--- src/rtl/dma_bus_arbiter_pkg.sv ---
// Shared types and defaults for the DMA bus arbiter.
package dma_bus_arb_pkg;

  typedef enum logic [1:0] {
    IDLE,
    HOLD_REQ,
    GRANT,
    RELEASE
  } arb_state_t;

  localparam int DEFAULT_N_REQ     = 4;
  localparam int DEFAULT_MAX_BURST = 256;

endpackage

--- src/rtl/dma_bus_arbiter_if.sv ---
// Handshake bundle between the DMA requesters, the CPU hold logic and the arbiter.
interface dma_bus_arbiter_if #(
  parameter int N_REQ = 4,
  parameter int ID_W  = $clog2(N_REQ)
);
  logic [N_REQ-1:0] req;
  logic [N_REQ-1:0] gnt;
  logic             dma_req;
  logic             dma_ack;
  logic [ID_W-1:0]  owner_id;
  logic             dma_active;
  logic             proto_err;

  modport master (
    input  req,
    input  dma_ack,
    output gnt,
    output dma_req,
    output owner_id,
    output dma_active,
    output proto_err
  );

  modport slave (
    output req,
    output dma_ack,
    input  gnt,
    input  dma_req,
    input  owner_id,
    input  dma_active,
    input  proto_err
  );
endinterface

--- src/rtl/dma_bus_arbiter_rr_picker.sv ---
// Combinational round-robin pick: first set req bit after rr_ptr, wrapping at N_REQ.
module rr_picker #(
  parameter int N_REQ = 4,
  parameter int ID_W  = $clog2(N_REQ)
) (
  input  logic [N_REQ-1:0] req,
  input  logic [ID_W-1:0]  rr_ptr,
  output logic [ID_W-1:0]  winner,
  output logic             valid
);
  always_comb begin
    int unsigned idx;
    winner = '0;
    valid  = 1'b0;
    // Scan from farthest to nearest so the nearest set bit is written last.
    for (int unsigned i = N_REQ; i >= 1; i--) begin
      idx = (int'(rr_ptr) + i) % N_REQ;
      if (req[idx]) begin
        winner = ID_W'(idx);
        valid  = 1'b1;
      end
    end
  end
endmodule

--- src/rtl/dma_bus_arbiter.sv ---
// Round-robin DMA bus arbiter with CPU hold handshake.
// Optional burst timeout compiled in with DMA_BUS_ARB_TIMEOUT_EN.
module dma_bus_arbiter
  import dma_bus_arb_pkg::*;
#(
  parameter int N_REQ     = DEFAULT_N_REQ,
  parameter int ID_W      = $clog2(N_REQ),
  parameter int MAX_BURST = DEFAULT_MAX_BURST
) (
  input logic               clk,
  input logic               arst,
  dma_bus_arbiter_if.master bus
);

  if (N_REQ < 2 || N_REQ > 8 || MAX_BURST < 2) begin : g_param_check
    $error("dma_bus_arbiter: unsupported N_REQ or MAX_BURST");
  end

  arb_state_t       state, state_nxt;
  logic [N_REQ-1:0] gnt_q, gnt_nxt;
  logic             dma_req_q, dma_req_nxt;
  logic             active_q, active_nxt;
  logic             proto_err_q, proto_err_nxt;
  logic [ID_W-1:0]  owner_q, owner_nxt;
  logic [ID_W-1:0]  rr_ptr, rr_ptr_nxt;
  logic [ID_W-1:0]  winner, winner_nxt;
  logic [ID_W-1:0]  pick_idx;
  logic             pick_valid;
  logic             burst_done;

  rr_picker #(.N_REQ(N_REQ), .ID_W(ID_W)) u_picker (
    .req    (bus.req),
    .rr_ptr (rr_ptr),
    .winner (pick_idx),
    .valid  (pick_valid)
  );

`ifdef DMA_BUS_ARB_TIMEOUT_EN
  localparam int CNT_W = 16;
  logic [CNT_W-1:0] burst_cnt;

  always_ff @(posedge clk) begin
    if (arst || state != GRANT) burst_cnt <= '0;
    else                        burst_cnt <= burst_cnt + 1'b1;
  end

  assign burst_done = (burst_cnt == CNT_W'(MAX_BURST - 1));
`else
  assign burst_done = 1'b0;
`endif

  always_ff @(posedge clk) begin
    if (arst) begin
      state       <= IDLE;
      gnt_q       <= '0;
      dma_req_q   <= 1'b0;
      active_q    <= 1'b0;
      proto_err_q <= 1'b0;
      owner_q     <= '0;
      rr_ptr      <= ID_W'(N_REQ - 1);
      winner      <= '0;
    end else begin
      state       <= state_nxt;
      gnt_q       <= gnt_nxt;
      dma_req_q   <= dma_req_nxt;
      active_q    <= active_nxt;
      proto_err_q <= proto_err_nxt;
      owner_q     <= owner_nxt;
      rr_ptr      <= rr_ptr_nxt;
      winner      <= winner_nxt;
    end
  end

  always_comb begin
    state_nxt     = state;
    gnt_nxt       = gnt_q;
    dma_req_nxt   = dma_req_q;
    proto_err_nxt = proto_err_q;
    owner_nxt     = owner_q;
    rr_ptr_nxt    = rr_ptr;
    winner_nxt    = winner;
    unique case (state)
      IDLE: begin
        if (pick_valid) begin
          winner_nxt  = pick_idx;
          dma_req_nxt = 1'b1;
          state_nxt   = HOLD_REQ;
        end
      end
      HOLD_REQ: begin
        // A vanished requester aborts even if the CPU acknowledges on the same edge.
        if (!bus.req[winner]) begin
          dma_req_nxt = 1'b0;
          state_nxt   = RELEASE;
        end else if (bus.dma_ack) begin
          gnt_nxt         = '0;
          gnt_nxt[winner] = 1'b1;
          owner_nxt       = winner;
          rr_ptr_nxt      = winner;
          state_nxt       = GRANT;
        end
      end
      GRANT: begin
        if (!bus.req[winner] || !bus.dma_ack || burst_done) begin
          gnt_nxt     = '0;
          dma_req_nxt = 1'b0;
          state_nxt   = RELEASE;
          if (!bus.dma_ack) proto_err_nxt = 1'b1;
        end
      end
      RELEASE: begin
        dma_req_nxt = 1'b0;
        if (!bus.dma_ack) state_nxt = IDLE;
      end
      default: state_nxt = IDLE;
    endcase
    active_nxt = |gnt_nxt;
  end

  assign bus.gnt        = gnt_q;
  assign bus.dma_req    = dma_req_q;
  assign bus.dma_active = active_q;
  assign bus.proto_err  = proto_err_q;
  assign bus.owner_id   = owner_q;

endmodule

--- src/flat_wrapper.sv ---
// flat-port wrapper written by rule: the top's interface ports become plain ports
module dma_bus_arbiter_flat import dma_bus_arb_pkg::*;
#(
  parameter int N_REQ     = DEFAULT_N_REQ,
  parameter int ID_W      = $clog2(N_REQ),
  parameter int MAX_BURST = DEFAULT_MAX_BURST
)
  (clk, arst, bus_req, bus_dma_ack, bus_gnt, bus_dma_req, bus_owner_id, bus_dma_active, bus_proto_err);
  dma_bus_arbiter_if #(.N_REQ(N_REQ), .ID_W(ID_W)) bus_i ();
  input logic clk;
  input logic arst;
  input wire logic [$bits(bus_i.req)-1:0] bus_req;
  input wire logic [$bits(bus_i.dma_ack)-1:0] bus_dma_ack;
  output wire logic [$bits(bus_i.gnt)-1:0] bus_gnt;
  output wire logic [$bits(bus_i.dma_req)-1:0] bus_dma_req;
  output wire logic [$bits(bus_i.owner_id)-1:0] bus_owner_id;
  output wire logic [$bits(bus_i.dma_active)-1:0] bus_dma_active;
  output wire logic [$bits(bus_i.proto_err)-1:0] bus_proto_err;
  assign bus_i.req = bus_req;
  assign bus_i.dma_ack = bus_dma_ack;
  assign bus_gnt = bus_i.gnt;
  assign bus_dma_req = bus_i.dma_req;
  assign bus_owner_id = bus_i.owner_id;
  assign bus_dma_active = bus_i.dma_active;
  assign bus_proto_err = bus_i.proto_err;
  dma_bus_arbiter #(.N_REQ(N_REQ), .ID_W(ID_W), .MAX_BURST(MAX_BURST)) u_core (.clk(clk), .arst(arst), .bus(bus_i));
endmodule
--- config.mk ---
export PLATFORM = sky130hd
export DESIGN_NAME = dma_bus_arbiter_flat
export DESIGN_NICKNAME = d
export VERILOG_FILES = /design/src/rtl/dma_bus_arbiter_pkg.sv /design/src/rtl/dma_bus_arbiter_if.sv /design/src/rtl/dma_bus_arbiter_rr_picker.sv /design/src/rtl/dma_bus_arbiter.sv /design/src/flat_wrapper.sv
export SDC_FILE = /design/constraint.sdc
export NUM_CORES = 1
export LEC_CHECK = 0
export CELL_PAD_IN_SITES_DETAIL_PLACEMENT = 0
export CELL_PAD_IN_SITES_GLOBAL_PLACEMENT = 1
export CORE_MARGIN = 4
export CORE_UTILIZATION = 38
export CTS_CLUSTER_DIAMETER = 150
export DETAILED_ROUTE_END_ITERATION = 12
export PLACE_DENSITY = 0.75
export SETUP_SLACK_MARGIN = 0.02
export SYNTH_ARGS = -nofsm -noshare
export SYNTH_HDL_FRONTEND = slang
export SYNTH_HIERARCHICAL = 1
export SYNTH_SLANG_ARGS = --single-unit
--- constraint.sdc ---
create_clock -name clk -period 3 [get_ports clk]
set_clock_uncertainty 0.15 [all_clocks]
set_input_delay 0.9 -clock clk [delete_from_list [all_inputs] [get_ports clk]]
set_output_delay 0.9 -clock clk [all_outputs]
set_load 0.05 [all_outputs]
After elaboration in Yosys (flattened, before gate mapping)
Index checks and enable logic that the tools add are counted.
{"block": "totals", "register_bits": 15, "latchBits": 0, "ramBits": 0, "rom_bits": 0, "in_bits": 7, "output_inout_bits": 9, "elab_cells": 72, "n_memories": 0}
{"block": "classes", "addsub": 4, "n_mul": 0, "n_div": 0, "n_lt_le_gt_ge": 6, "eq_ne": 8, "shifts": 0, "n_mux": 34, "n_bitwise": 1, "n_reduce_logical": 11}
{"cell": "$mux W2", "n": 9}
{"cell": "$lt A2 B3 Y1 const B", "n": 5}
{"cell": "$mux W1", "n": 13}
{"cell": "$mux W4", "n": 3}
{"cell": "$bmux W1 S2", "n": 5}
{"cell": "$reduce_and A3 Y1", "n": 3}
{"cell": "$pmux W2 S4", "n": 1}
{"cell": "$pmux W4 S2", "n": 1}
{"cell": "$add A2 B1 Y2 const B", "n": 2}
{"cell": "$add A2 B2 Y2 const B", "n": 2}
{"cell": "$eq A2 B2 Y1 const B", "n": 2}
{"cell": "$ne A2 B1 Y1 const B", "n": 2}
{"cell": "$ne A2 B2 Y1 const B", "n": 2}
{"cell": "$pmux W1 S4", "n": 1}
{"cell": "$reduce_and A4 Y1", "n": 1}
{"cell": "$reduce_or A4 Y1", "n": 1}
{"cell": "$ne A3 B3 Y1 const B", "n": 1}
{"cell": "$demux W1 S2", "n": 1}
{"cell": "$eq A2 B1 Y1 const B", "n": 1}
{"cell": "$ge A2 B1 Y1 const B", "n": 1}
{"cell": "$logic_not A1 Y1", "n": 2}
{"cell": "$logic_not A2 Y1", "n": 1}
{"cell": "$reduce_and A2 Y1", "n": 1}
{"cell": "$logic_and A1 B1 Y1", "n": 1}
{"cell": "2 further kinds", "n": 2}

Logic depth before layout (Yosys ltp)
Gate-level depths: netlist of the first run.
{"block": "depth", "depth_word": 9, "ltp_mapped": 7, "depth_no_buf": 6}

By module
Netlist of the first run, hierarchy kept.
{"mod": "dma_bus_arbiter", "instances": 1, "cells_per_inst": 101, "area_per_inst_um2": 840.8, "seq_area_each_um2": 300.3}
{"mod": "rr_picker", "instances": 1, "cells_per_inst": 14, "area_per_inst_um2": 91.3, "seq_area_each_um2": 0.0}

Worst setup path before layout of the first run
Ideal clock, no wire load.
{"block": "synth_path", "path_type": "in2reg", "start": "in bus_req[3]", "end": "reg u_core.state[0]", "setup_time_ns": 0.127, "arrival_time_ns": 2.222, "required_ns": 2.723, "path_slack_ns": 0.502, "stages": 5, "path_buffers": 1, "path_cell_list": "mux4_2 > buf_6 > a211o_1 > a2111oi_2 > nor4_1"}
{"block": "synth_via", "elab_chain_cells": 8, "word_cells_on_any_way": 22, "classes_between": "eq/ne: 3; mux: 16; reduce/logical: 3"}
{"element": "start, declared", "line": "flat_wrapper.sv:12", "source": "input wire logic [$bits(bus_i.req)-1:0] bus_req;"}
{"element": "$bmux W1 S2", "line": "dma_bus_arbiter_rr_picker.sv:18", "source": "if (req[idx]) begin"}
{"element": "$mux W1 (implied by the code)", "line": "dma_bus_arbiter_rr_picker.sv:18"}
{"element": "$mux W1 (4 in a row)", "line": "dma_bus_arbiter_rr_picker.sv:18"}
{"element": "$ne A2 B1 Y1 (no source line)"}
{"element": "$reduce_and A4 Y1 (no source line)"}
{"element": "end signal, assigned", "line": "dma_bus_arbiter.sv:63", "source": "state <= state_nxt;"}
{"element": "end, declared", "line": "dma_bus_arbiter.sv:19", "source": "arb_state_t state, state_nxt;"}
Several ways; a longest one is shown, not always the timed one. The select of a mux whose other input is x is not followed.
A chain may end at the register's enable or synchronous reset.

Worst setup path in the final report of the first run
{"block": "layout_path", "start": "in bus_req[2]", "end": "reg u_core.gnt_q[2], in the netlist u_core/bus.gnt[2]"}
{"block": "layout_via", "elab_chain_cells": 6, "word_cells_on_any_way": 7, "classes_between": "mux: 5; reduce/logical: 2"}
{"element": "$bmux W1 S2 (*)", "line": "dma_bus_arbiter.sv:92, dma_bus_arbiter.sv:104"}
{"element": "$mux W1 (implied by the code) (*)", "line": "dma_bus_arbiter.sv:92, dma_bus_arbiter.sv:104"}
{"element": "$logic_not A1 Y1"}
{"element": "$logic_or A1 B1 Y1", "line": "dma_bus_arbiter.sv:104", "source": "if (!bus.req[winner] || !bus.dma_ack || burst_done) begin"}
{"element": "$mux W4", "line": "dma_bus_arbiter.sv:104"}
{"element": "$pmux W4 S2 (*)", "line": "dma_bus_arbiter.sv:82", "source": "unique case (state)"}
{"element": "end signal, assigned", "line": "dma_bus_arbiter.sv:64", "source": "gnt_q <= gnt_nxt;"}
{"element": "end, declared", "line": "dma_bus_arbiter.sv:20", "source": "logic [N_REQ-1:0] gnt_q, gnt_nxt;"}
Mark *: on every way between the ends. The rest lies on a longest branch, timed or not. The select of a mux whose other input is x is not followed.

==> run summary, run 1 <==
status = finished, final reports clean
Seq/Total Area, Yosys = 32.21%
fmax = 365.6 MHz
cell breakdown of the critical path = clkdlybuf4s50_1, mux4_2, a31o_4, a211oi_1, buf_4, nor2_1
CTS tree = built
CTS Hold Buffers Added = 0
Root Buffer = clkbuf_4
Worst path depth = 6
gr ovfl total = 0
pins over their slew limit = 0
H-tree depth = 1
Via Count = 885
Synthesized Nets = 127
routed vias/inst = 5.331
DRT Pass-1 Iters = 4
crit share post-route = 91.18%
final setup fails = 0
worst flop-to-flop path endpoint = u_core/bus.gnt[2]
FF-to-FF setup slack = 0.77 ns
actual slew at the worst max-slew pin = 0.5400 ns
Skew-Pair Late Insertion Delay = 0.28 ns
WP buf/inv = 2
Ys Warns = 6
Antenna Cells = 0
ranking of synthesized cells by area = dfxtp_1 (32%), a21oi_1 (7.5%), ha_1 (6.7%)
Max FO, Critical Path = 6
overall power = 826.2 µW
Die H = 57.53 µm
die area = 3309 µm²
Startpoint Class = primary input
slew margin rel. = 63.89%
GRT Total Usage = 13.55%
initial DRC count = 28
CP Capture Point = u_core/bus.gnt[2]
post-route minimum period = 2.735 ns
switching part of the total power = 43.27%
FF+latch count, synth = 15
Synth Instances = 115
row count = 17
Port-buffer cells = 15
Worst R2R Path Depth = 5
# nets final = 151
Routed WL = 2089 µm
RSZ-0062 raised after global routing = false
Critical Path End Type = register
vias in the first global route = 823
Synth cell types = 34
cell area after synthesis = 932.1 µm²
crit-path max cell delay = 0.56 ns
# resized after CTS = 0
crit path DAT = 2.74 ns
fillcell total = 214
Cell Pwr Density = 698.0 nW/µm²
DRC violations left = 0
worst setup path start = bus_req[2]
syn avg cell area = 8.106 µm²
Die X = 57.53 µm
wire per inst = 12.58 µm
first-pass GRT wire length = 3615 µm
R2R Path Start = u_core/winner[0]
core area = 2276 µm²
Clock Path Buffers = 2
largest net degree at the start of global routing = 16
logic gate share of total power = 52.3%
ANT nets after route = 0
initial core utilization = 40.96%
number of buffers created by CTS = 3
VDD IR max = 0.0004917 V
final non-filler cell area = 1184 µm²
worst hold path type = reg2reg
Synth top area share = 32.21%
# clock sinks = 15
Core Util, Final = 52.01%
cell taking the most area after synthesis = dfxtp_1
Pint = 468.7 µW
clock power share = 13.9%
Area growth, synth to finish = 26.98%
DPL Wire Length = 1585 µm
# IOs = 16
register share of total power = 33.8%
Crit-path slowest cell = mux4_2
final hold vios = 0
Crit Path Category = in2reg
WP data required = 3.01 ns
layout cells sized above 1 = 13.04%
Static Leak = 0.4786 nW
placer congestion estimate = 0.7946
DP Area = 1157 µm²
MaxCap Viol Count = 0
post-CTS setup buffers = 0
NetSw = 357.5 µW
CP delay by family, top = compound AO/OA/AOI/OAI gates
clock-pin transition on the worst setup and hold timing paths = 0.09 ns
initial antenna violation count = 0
==> state kept, by name, summed over array words and instances, names as in the netlist <==
signal / count
u_core/bus.dma_active: 1
u_core/bus.dma_req: 1
u_core/bus.gnt: 4
u_core/bus.owner_id: 2
u_core/bus.proto_err: 1
u_core/rr_ptr: 2
u_core/state: 2
u_core/winner: 2
==> worst register-to-register path: stages (launching register included) <==
cell      delay (ns)
dfxtp_1         0.47
mux4_2          0.63
a31o_4          0.30
a211oi_1        0.36
buf_4           0.17
nor2_1          0.03
==> worst min-delay path by stage <==
stage,startpoint,cells past startpoint,slack [ns],to
final,u_core/bus.owner_id[1],2,0.31,u_core/bus.owner_id[1]
after global routing,u_core/bus.owner_id[1],2,0.34,u_core/bus.owner_id[1]
after floorplan,u_core/winner[1],2,0.34,u_core/winner[1]
after detailed placement,u_core/bus.owner_id[1],2,0.30,u_core/bus.owner_id[1]
after global placement,u_core/bus.owner_id[1],2,0.29,u_core/bus.owner_id[1]
after CTS,u_core/bus.owner_id[1],2,0.31,u_core/bus.owner_id[1]
==> area by class of cell <==
cell class | count | area, µm² | share of cell area (%)
inverters | 6 | 22.52 | 1.903
clock buffers | 4 | 26.28 | 2.220
repair buffers | 24 | 217.7 | 18.39
multi-input cells | 89 | 581.8 | 49.15
flip-flops and latches | 15 | 300.3 | 25.37
well taps | 28 | 35.03 | 2.960
==> kinds of logic (layout without fill, tap and decap cells) <==
kind of cell | count (synthesis) | count (layout) | synth area share, %
buffers and inverters | 11 | 34 | 5.368
muxes | 3 | 3 | 4.564
adders and majority gates | 5 | 5 | 6.711
and+or+nand+nor | 50 | 50 | 26.44
AOI/OAI and AO/OA | 31 | 31 | 24.70
DFF | 15 | 15 | 32.21
==> cells in the final DEF (no fill, tap or decap), drive strengths merged, types with 2 or more instances in the layout <==
master	instances
a211o	2
a211oi	3
a21oi	15
a221oi	3
buf	9
clkbuf	4
clkdlybuf4s50	15
dfxtp	15
ha	5
inv	6
mux2i	2
nand2	13
nand2b	7
nand3	5
nand4	2
nor2	13
nor2b	2
nor3	2
==> power groups by stage <==
stage	logic (mW)	registers (mW)	clock network [mW]
after floorplan	0.284	0.321	0
after global placement	0.424	0.283	0
after detailed placement	0.429	0.284	0
after CTS	0.431	0.279	0.121
after global routing	0.473	0.286	0.131
final	0.432	0.279	0.115
==> through the flow <==
step	setup TNS, ns	instances	hold WS (ns)	setup WS (ns)
detailed placement	-0.004047	162	0.3000	-0.004047
floorplan	0	115	0.3402	0.5016
global placement	-0.02398	162	0.2929	-0.02262
finish	0	166	0.3086	0.2647
CTS	0	166	0.3124	0.2979
global route	0	166	0.3357	0.2266
==> layer usage <==
| metal | wire [µm] | track usage, % |
|---|---|---|
| met1 | 998 | 17.66 |
| met2 | 953 | 21.13 |
| met3 | 117 | 4.977 |
| met4 | 20 | 3.311 |
| met5 | 0 | 0 |
==> synthesized netlist by cell type (all sizes together) <==
cell type  number
a211oi          3
a221oi          3
and3b           1
nor3            2
inv             6
nand3           5
nor2b           2
mux2i           2
nor2           13
a31o            1
nand2          13
a21oi          15
a31oi           1
a211o           2
a21o            1
nor4            1
nand4           2
dfxtp          15
o221ai          1
a2111oi         1
o211a           1
nand3b          1
and2b           1
buf             2
o21ai           1
nand2b          7
mux4            1
clkbuf          3
a41oi           1
and2            1
or3b            1
ha              5
(Power assumes the default switching activity.)
==> run 2, diff against run 1 <==
--- a/config.mk
+++ b/config.mk
@@ -5,14 +5,16 @@
 export SDC_FILE = /design/constraint.sdc
 export NUM_CORES = 1
 export LEC_CHECK = 0
+export ABC_CLOCK_PERIOD_IN_PS = 3000
 export CELL_PAD_IN_SITES_DETAIL_PLACEMENT = 0
 export CELL_PAD_IN_SITES_GLOBAL_PLACEMENT = 1
 export CORE_MARGIN = 4
 export CORE_UTILIZATION = 38
 export CTS_CLUSTER_DIAMETER = 150
 export DETAILED_ROUTE_END_ITERATION = 12
-export PLACE_DENSITY = 0.75
+export PLACE_DENSITY = 0.78
 export SETUP_SLACK_MARGIN = 0.02
+export SLEW_MARGIN = 15
 export SYNTH_ARGS = -nofsm -noshare
 export SYNTH_HDL_FRONTEND = slang
 export SYNTH_HIERARCHICAL = 1
==> run summary, run 2 (same netlist as run 1, synthesis figures left out) <==
CTS tree = built (unchanged)
Register Area = 300.3 µm² (unchanged)
number of flip-flops in the largest register = 4 (unchanged)
# IOs = 16 (unchanged)
CTS Hold Buffers Added = 0 (unchanged)
Crit Path Category = in2reg (unchanged)
Static Leak = 0.4786 nW (unchanged)
Hold Path Stages = 2 (unchanged)
DRT Pass-1 Iters = 4 (unchanged)
Antenna Cells = 0 (unchanged)
Die H = 57.53 µm (unchanged)
initial antenna violation count = 0 (unchanged)
DP Area = 1157 µm² (unchanged)
status = finished, final reports clean (unchanged)
multi-input logic area = 581.8 µm² (unchanged)
post-CTS setup buffers = 0 (unchanged)
# nets final = 151 (unchanged)
wire per inst = 12.89 µm (was 12.58 µm)
Skew-Pair Late Insertion Delay = 0.28 ns (about the same)
Core Util, Final = 52.01% (unchanged)
first-pass GRT wire length = 3594 µm (was 3615 µm)
Port-buffer cells = 15 (unchanged)
GRT Total Usage = 13.67% (was 13.55%)
post-route minimum period = 2.788 ns (was 2.735 ns)
Via Count = 887 (was 885)
Max FO, Critical Path = 8 (was 6)
routed vias/inst = 5.343 (was 5.331)
WP data required = 2.99 ns (was 3.01 ns)
slew margin rel. = 62.89% (was 63.89%)
Critical Path End Type = register (unchanged)
VDD IR max = 0.0005029 V (was 0.0004917 V)
vias in the first global route = 823 (unchanged)
RSZ-0062 raised after global routing = false (unchanged)
Clock Path Buffers = 2 (unchanged)
final setup fails = 0 (unchanged)
Die X = 57.53 µm (unchanged)
overall power = 826.9 µW (was 826.2 µW)
crit path DAT = 2.78 ns (was 2.74 ns)
MaxCap Viol Count = 0 (unchanged)
initial DRC count = 12 (was 28)
# resized after CTS = 0 (unchanged)
DRC violations left = 0 (unchanged)
largest net degree at the start of global routing = 16 (unchanged)
Worst R2R Path Depth = 4 (was 5)
pins over their slew limit = 0 (unchanged)
final hold vios = 0 (unchanged)
ANT nets after route = 0 (unchanged)
Startpoint Class = primary input (unchanged)
number of buffers created by CTS = 3 (unchanged)
core area = 2276 µm² (unchanged)
Root Buffer = clkbuf_4 (unchanged)
crit share post-route = 92.94% (was 91.18%)
gr ovfl total = 0 (unchanged)
# clock sinks = 15 (unchanged)
commonest non-fill, non-tap cells in the layout = clkdlybuf4s50_1 (15), dfxtp_1 (15), a21oi_1 (14) (unchanged)
worst hold path type = reg2reg (unchanged)
row count = 17 (unchanged)
Cell Pwr Density = 698.6 nW/µm² (was 698.0 nW/µm²)
Post-Layout Cell Count = 166 (unchanged)
fillcell total = 220 (was 214)
H-tree depth = 1 (unchanged)
Area growth, synth to finish = 26.98% (unchanged)
placer congestion estimate = 0.8362 (was 0.7946)
actual slew at the worst max-slew pin = 0.5550 ns (was 0.5400 ns)
final non-filler cell area = 1184 µm² (unchanged)
DPL Wire Length = 1642 µm (was 1585 µm)
layout cells sized above 1 = 13.04% (unchanged)
Routed WL = 2140 µm (was 2089 µm)
DP Cell Count = 162 (unchanged)
fmax = 358.7 MHz (was 365.6 MHz)
die area = 3309 µm² (unchanged)
initial core utilization = 40.96% (unchanged)
clock-pin transition on the worst setup and hold timing paths = 0.09 ns (about the same)
run 2: area by class of cell:
type                       count  area share [%]
timing repair buffer          24           18.39
clock buffer                   4           2.220
tap                           28           2.960
inverter                       6           1.903
multi-input combinational     89           49.15
sequential                    15           25.37
run 2: power breakdown:
part | total (mW) | switching [mW] | internal (mW)
clock network | 0.117 | 0.0653 | 0.0517
logic | 0.430 | 0.250 | 0.180
registers | 0.280 | 0.0429 | 0.237
run 2: path summary, 6_finish.rpt:
path | from | to | slack [ns]
max | bus_req[3] | u_core/bus.dma_active | 0.21
max reg2reg | u_core/winner[0] | u_core/bus.dma_active | 0.72
min reg2reg | u_core/bus.owner_id[1] | u_core/bus.owner_id[1] | 0.32
min | u_core/bus.owner_id[1] | u_core/bus.owner_id[1] | 0.32
run 2: worst max-delay path, cell delays in order:
cell,delay (ns)
clkdlybuf4s50_1,0.43
mux4_2,0.60
a31o_4,0.30
a221oi_1,0.39
a41oi_1,0.16
run 2: metrics by stage:
stage / hold slack [ns] / setup WS [ns] / setup TNS, ns
after detailed placement: 0.3058 / -0.09112 / -0.2031
after CTS: 0.3184 / 0.2279 / 0
final: 0.3159 / 0.2119 / 0
after floorplan: 0.3402 / 0.5016 / 0
after global placement: 0.2961 / -0.03753 / -0.07442
after global routing: 0.3503 / 0.1336 / 0
run 2: layer usage:
metal	vias up	routed length (µm)	global-route usage, %
met3	4	85	4.299
met5	-	0	0
met1	402	983	16.53
met4	0	24	3.974
li1	456	-	-
met2	25	1046	23.06
==> run 3, diff against run 2 <==
--- a/config.mk
+++ b/config.mk
@@ -14,6 +14,7 @@
 export DETAILED_ROUTE_END_ITERATION = 12
 export PLACE_DENSITY = 0.78
 export SETUP_SLACK_MARGIN = 0.02
+export SKIP_CTS_REPAIR_TIMING = 1
 export SLEW_MARGIN = 15
 export SYNTH_ARGS = -nofsm -noshare
 export SYNTH_HDL_FRONTEND = slang
==> results of run 3 <==
Same layout as run 2: the final DEF is identical, and so are final timing and power.
